**config.mk**
```make
export PLATFORM = sky130hd
export DESIGN_NAME = shift_iter_ctrl
export DESIGN_NICKNAME = d
export VERILOG_FILES = /design/src/rtl/shift_iter_ctrl.sv
export SDC_FILE = /design/constraint.sdc
export NUM_CORES = 1
export LEC_CHECK = 0
export ABC_AREA = 1
export BUFFER_PORTS_ARGS = -buffer_cell sky130_fd_sc_hd__buf_2
export CORE_MARGIN = 2
export CORE_UTILIZATION = 53
export CTS_BUF_LIST = sky130_fd_sc_hd__clkbuf_4 sky130_fd_sc_hd__clkbuf_8
export CTS_CLUSTER_DIAMETER = 80
export DETAILED_ROUTE_END_ITERATION = 12
export GPL_TIMING_DRIVEN = 0
export PLACE_DENSITY = 0.92
export SETUP_SLACK_MARGIN = 0.4
export SLEW_MARGIN = 20
export SYNTH_ARGS = -nofsm -noshare
export SYNTH_HDL_FRONTEND = slang
export SYNTH_SLANG_ARGS = --single-unit
```
**constraint.sdc**
```tcl
create_clock -name clk -period 3.6 [get_ports clk]
set_input_delay 0.54 -clock clk [delete_from_list [all_inputs] [get_ports clk]]
set_output_delay 0.54 -clock clk [all_outputs]
set_load 0.02 [all_outputs]
```
**src/rtl/shift_iter_ctrl.sv**
```systemverilog
// shift_iter_ctrl
//
// Iterative sequencer around the external 8-bit combinational barrel shifter.
// One command is taken on the start handshake. The accumulator is then fed
// to the shifter and the shifter result is written back once per clock, for
// rep_in iterations. The final accumulator value is offered on the result
// handshake.
//
// Ports:
//   clk, rst_n      clock (rising edge), asynchronous active-low reset
//   flush           synchronous abort to IDLE; any pending result is dropped
//   start_valid/
//   start_ready     command handshake; start_ready is high only in IDLE
//   data_in         initial operand
//   op_in           shift op (00 shl, 01 lsr, 10 asr, 11 ror), passed through
//   amt_in          shift amount per iteration
//   rep_in          number of iterations (0 = return data_in unchanged)
//   sh_in/sh_num/
//   sh_ctl          shifter inputs, driven only from registers
//   sh_out          shifter result
//   res_valid/
//   res_ready       result handshake
//   res_data        final accumulator value (meaningful while res_valid)
//   res_zero        res_valid && res_data == 0
//   busy            controller not in IDLE
//
// state | meaning
// ------+----------------------------------------------------------------
// IDLE  | waiting for a command, start_ready high
// RUN   | one shifter iteration per clock, cnt counts remaining iterations
// DONE  | result held on res_data until res_ready

module shift_iter_ctrl #(
    parameter int DW    = 8,
    parameter int REP_W = 4
) (
    input  logic             clk,
    input  logic             rst_n,
    input  logic             flush,
    input  logic             start_valid,
    output logic             start_ready,
    input  logic [DW-1:0]    data_in,
    input  logic [1:0]       op_in,
    input  logic [2:0]       amt_in,
    input  logic [REP_W-1:0] rep_in,
    output logic [DW-1:0]    sh_in,
    output logic [2:0]       sh_num,
    output logic [1:0]       sh_ctl,
    input  logic [DW-1:0]    sh_out,
    output logic             res_valid,
    input  logic             res_ready,
    output logic [DW-1:0]    res_data,
    output logic             res_zero,
    output logic             busy
);

    typedef enum logic [1:0] {
        IDLE = 2'd0,
        RUN  = 2'd1,
        DONE = 2'd2
    } state_t;

    state_t             state_q,     state_d;
    logic [DW-1:0]      acc_q,       acc_d;
    logic [REP_W-1:0]   cnt_q,       cnt_d;
    logic [1:0]         op_q,        op_d;
    logic [2:0]         amt_q,       amt_d;
    logic               res_valid_q, res_valid_d;
    logic               res_zero_q,  res_zero_d;
    logic               busy_q,      busy_d;

    always_comb begin
        state_d = state_q;
        acc_d   = acc_q;
        cnt_d   = cnt_q;
        op_d    = op_q;
        amt_d   = amt_q;

        unique case (state_q)
            IDLE: begin
                if (start_valid) begin
                    acc_d   = data_in;
                    op_d    = op_in;
                    amt_d   = amt_in;
                    cnt_d   = rep_in;
                    // A zero repetition count skips RUN so cnt never underflows.
                    state_d = (rep_in != '0) ? RUN : DONE;
                end
            end
            RUN: begin
                acc_d = sh_out;
                cnt_d = cnt_q - REP_W'(1);
                if (cnt_q == REP_W'(1)) begin
                    state_d = DONE;
                end
            end
            DONE: begin
                if (res_ready) begin
                    state_d = IDLE;
                end
            end
            default: begin
                state_d = IDLE;
            end
        endcase

        // Abort wins over accept, iteration and result handshake.
        if (flush) begin
            state_d = IDLE;
            acc_d   = '0;
            cnt_d   = '0;
        end

        // Status outputs are registered from the next-state values so they
        // line up with state_q without a decode after the flops.
        res_valid_d = (state_d == DONE);
        res_zero_d  = (state_d == DONE) && (acc_d == '0);
        busy_d      = (state_d != IDLE);
    end

    always_ff @(posedge clk or negedge rst_n) begin
        if (!rst_n) begin
            state_q     <= IDLE;
            acc_q       <= '0;
            cnt_q       <= '0;
            op_q        <= '0;
            amt_q       <= '0;
            res_valid_q <= 1'b0;
            res_zero_q  <= 1'b0;
            busy_q      <= 1'b0;
        end else begin
            state_q     <= state_d;
            acc_q       <= acc_d;
            cnt_q       <= cnt_d;
            op_q        <= op_d;
            amt_q       <= amt_d;
            res_valid_q <= res_valid_d;
            res_zero_q  <= res_zero_d;
            busy_q      <= busy_d;
        end
    end

    assign start_ready = (state_q == IDLE);
    assign sh_in       = acc_q;
    assign sh_num      = amt_q;
    assign sh_ctl      = op_q;
    assign res_valid   = res_valid_q;
    assign res_data    = acc_q;
    assign res_zero    = res_zero_q;
    assign busy        = busy_q;

endmodule
```
After elaboration in Yosys (flattened, before gate mapping)
Cells that the tools add are included.

Flip-flop bits (word level): 22. Bits of input ports: 30. Output and inout port bits: 25. Word-level logic and storage cells: 34.

Add/sub/neg operators: 1. Eq/ne operators: 5. Multiplexer cells: 12. Reductions and logical operators: 8.

Operators by type and width (count): $mux 8 (2); $pmux 8 s2 (1); $mux 2 (5); $logic_not 8->1 (1); $mux 4 (2); $pmux 4 s2 (1); $pmux 2 s3 (1); $eq 2x2->1 const B (2); $eq 4x1->1 const B (1); $reduce_and 2->1 (2); $reduce_bool 4->1 (1); $sub 4x1->4 const B (1); $ne 3x3->1 const B (1); $reduce_bool 3->1 (1); $eq 2x1->1 const B (1); $logic_not 2->1 (1); $reduce_bool 2->1 (1); $logic_and 1x1->1 (1).

Depth between registers and ports, before layout
Depth in word-level cells: 7. Gate-level depth with buffers: 10. Depth with buffers taken out: 10.

Least setup slack after synthesis
No wires, ideal clock.

Kind: input port to flip-flop. Start: in flush. End: reg cnt_q[3]. Library setup time: 129 ps. Arrival time: 1210 ps. Required time: 3471 ps. Path slack: 2261 ps. Stages: 7. Path buffers: 1. Cells stage by stage: buf_2 > inv_2 > o211ai_2 > nand2_1 > nor2_1 > o21ai_1 > o21ai_0.

Cells in the longest elaborated chain, start to end: 2. Elaborated cells between the ends (all ways): 4. Those cells by class: eq/ne (1); mux (1); reduce/logical (2).

RTL lines: from (decl) (RTL line 39) `input logic flush,`; $ne 3x3->1 (no source line) / $reduce_bool 3->1 (equally long branches); $reduce_and 2->1 (no source line); to (signal assigned) (RTL line 134) `cnt_q <= cnt_d;`; to (decl) (RTL line 65) `logic [REP_W-1:0] cnt_q, cnt_d;`.

Parallel ways exist; a longest one is shown, timed or not. A chain may end at the register's enable or synchronous reset.

Final worst setup path
Start: reg state_q[1]. End: out start_ready.

Cells in the longest elaborated chain, start to end: 1.

RTL lines: from (decl) (RTL line 63) `state_t state_q, state_d;`; from (signal assigned) (RTL line 132) `state_q <= state_d;`; $logic_not 2->1 (RTL line 143) `assign start_ready = (state_q == IDLE);`; to (decl) (RTL line 41) `output logic start_ready,`.

No other way between the ends.

==> metrics.md <==
| Metric | Value |
|---|---|
| Sequential share of power | `0.409` |
| Pwr per Cell Area | `425 nW/um2` |
| Placed inst area | `1640 um2` |
| Tightest Pin Transition | `0.493 ns` |
| Routed WL | `2.94 mm` |
| Cts hold-fix bufs | `0` |
| Critical-path top delay cell | `dfrtp_1` |
| DRT Pass-1 Iters | `4` |
| RSZ-0062 raised after global routing | `false` |
| Starting Density | `0.551` |
| Gate power share | `0.328` |
| Internal | `0.486 mW` |
| Flops & latches, synth | `22` |
| VDD IR max | `0.000340 V` |
| Die footprint | `2950 um2` |
| Slew Viols, Final | `0` |
| Post-route ant nets | `0` |
| H-tree depth | `1` |
| CTS Sinks | `22` |
| Status | `completed` |
| First-pass GRT wire length | `4.51 mm` |
| R2R cell count | `8` |
| RR Endpoint | `res_zero` |
| Worst Path Arrival | `1.33 ns` |
| Worst R2R Start | `state_q[1]` |
| Max-slew headroom | `0.671` |
| Std-Cell Core Area | `2430 um2` |
| Fin nets | `266` |
| Design area | `1700 um2` |
| Leading cell type in the layout, fill and taps excluded | `buf_2` |
| Vias in the first global route | `1,113` |
| Drt drc | `0` |
| # IOs | `55` |
| Crit path largest cell delay | `0.41 ns` |
| Synth warnings | `0` |
| FILL cells | `200` |
| Yosys cell types | `23` |
| CP Cell Sequence | `buf_6, nor2_2, buf_6, buf_2` |
| Worst Path Max Fanout | `10` |
| Crit path max-delay family | `buffers and inverters` |
| Placed cell count | `259` |
| Total Routing Usage GR | `0.213` |
| Internal reg-to-reg setup slack | `2.23 ns` |
| CP startpoint kind | `register` |
| Sequential area share after synthesis | `0.410` |
| Fin crit period | `1.87 ns` |
| Leakage | `1.00 nW` |
| Clk buf depth | `2` |
| Area grow syn2layout | `26.5%` |
| Root Buffer | `clkbuf_4` |
| Setup-failing EPs final | `0` |
| Post-Synthesis Cells | `176` |
| Number of CTS-inserted buffers | `3` |
| Final GP Congestion | `0.848` |
| Total grt overflow | `0` |
| Most frequent cells in the layout | `buf_2 (54), nand2_1 (49), inv_1 (27)` |
| Final Core Density | `0.698` |
| Average size of a mapped cell | `7.62 um2` |
| Row cnt | `18` |
| Setup crit end kind | `output pin` |
| Worst path buffer plus inverter count | `3` |
| Psw | `0.235 mW` |
| Critical path's most frequent cell | `buf_6` |
| Port buffer count | `53` |
| Largest net degree at the start of global routing | `23` |
| Synth Cell Area | `1340 um2` |
| Clk slew on worst S/H paths | `0.13 ns` |
| Sw frac | `0.326` |
| CTS tree | `built` |
| Clk pwr share | `0.263` |
| Post-CTS sizing | `0` |
| Layout cells sized above 1 | `0.373` |
| Finished Layout Cells | `263` |
| Worst-skew pair later-pin latency | `0.31 ns` |
| Initial antenna violation count | `0` |
| Fmax | `535 MHz` |
| Die Y | `54.3 um` |
| Syn Nets | `208` |
| Critical path class | `reg -> out` |
| DR WL/cell | `11.2 um` |
| Total Neg Setup Slack | `0 ns` |
| Number of diodes | `0` |
| WHS | `0.172 ns` |
| Post-CTS setup buffers | `0` |
| Post-DP HPWL | `2.22 mm` |
| Clock Skews | `0.00412 ns` |
| Max cap viols | `0` |
| Vias | `1,312` |
| Die X | `54.3 um` |
| Tcrit/Tclk final | `0.519` |
| Via density | `4.99` |
| First DRT Iteration DRCs | `23` |
| Req. time, crit path | `3.06 ns` |
| Hold Crit Class | `in -> async` |
| Final Hold Fails | `0` |
worst max path at each step:
stage / from / to / slack (ns) / cells past startpoint
floorplan: flush / cnt_q[3] / 2.26 / 7
CTS: state_q[1] / start_ready / 1.73 / 4
finish: state_q[1] / start_ready / 1.73 / 4
global route: state_q[1] / start_ready / 1.67 / 4
global placement: start_valid / res_zero / 2.01 / 8
detailed placement: start_valid / res_zero / 2.02 / 8
routing by layer:
layer	wire length [um]	share of wire	global-route usage
met2	1430	0.49	0.357
met4	35	0.012	0.108
met3	188	0.064	0.0301
met1	1290	0.44	0.265
met5	0	0	0
registers in the layout, summed over array words and instances, names as in the netlist:
name	flops
sh_num	3
res_zero	1
sh_ctl	2
cnt_q	4
res_data	8
state_q	2
busy	1
res_valid	1
stage by stage:
step / worst slack [ns] / total power [mW]
floorplan: 2.26 / 0.461
global placement: 2.01 / 0.531
detailed placement: 2.02 / 0.536
CTS: 1.73 / 0.727
global route: 1.67 / 0.767
finish: 1.73 / 0.721
power by group through the flow:
stage               sequential [mW]  clock (mW)  combinational [mW]
floorplan                     0.326           0               0.135
global placement              0.300           0               0.232
detailed placement            0.300           0               0.236
CTS                           0.295       0.194               0.238
global route                  0.300       0.204               0.262
finish                        0.295       0.190               0.236
cell usage after synthesis:
library cell	number	area [um2]
o211ai_2	1	12.5
buf_2	1	5.00
o21ai_0	6	30.0
mux2_2	5	56.3
inv_2	3	11.3
o21ai_1	2	10.0
nor2_1	9	33.8
nor3b_2	1	12.5
nand2_1	49	184
o22ai_1	4	25.0
nand3_1	18	90.1
inv_1	27	101
or2_2	1	6.26
ha_1	2	25.0
buf_6	4	45.0
nor3_1	1	5.00
xor2_1	1	8.76
buf_4	8	60.1
a31oi_1	4	25.0
nor2_2	3	18.8
nand2_2	3	18.8
dfrtp_1	22	551
or2_1	1	6.26
cells by family (layout without fill, tap and decap cells):
logic type	Yosys count	after routing	synth area share
AND/OR/NAND/NOR	86	86	0.280
buffers and inverters	43	100	0.166
flip-flops	22	22	0.410
AO/OA/AOI/OAI	17	17	0.0765
multiplexers	5	5	0.0420
adder cells (fa/ha/maj)	2	2	0.0187
XOR/XNOR	1	1	0.00653
worst register-to-register path, stage by stage (launching register included):
cell and delay, ns:
dfrtp_1 0.41, buf_6 0.15, nor2_2 0.13, nand2_2 0.14
nor2_2 0.15, nor3b_2 0.07, nor2_2 0.10, nand2_1 0.06
nor2_1 0.10
area by class of cell:
class                           instances  area, um2  share of cell area
Multi-Input combinational cell        111        568               0.335
Timing Repair Buffer                   53        265               0.156
Sequential cell                        22        551               0.324
Inverter                               30        113              0.0664
Buffer                                 13        110              0.0649
Clock inverter                          1       30.0              0.0177
Clock buffer                            3       22.5              0.0133
Tap cell                               30       37.5              0.0221
No activity file was read; power rests on OpenSTA's default activity.
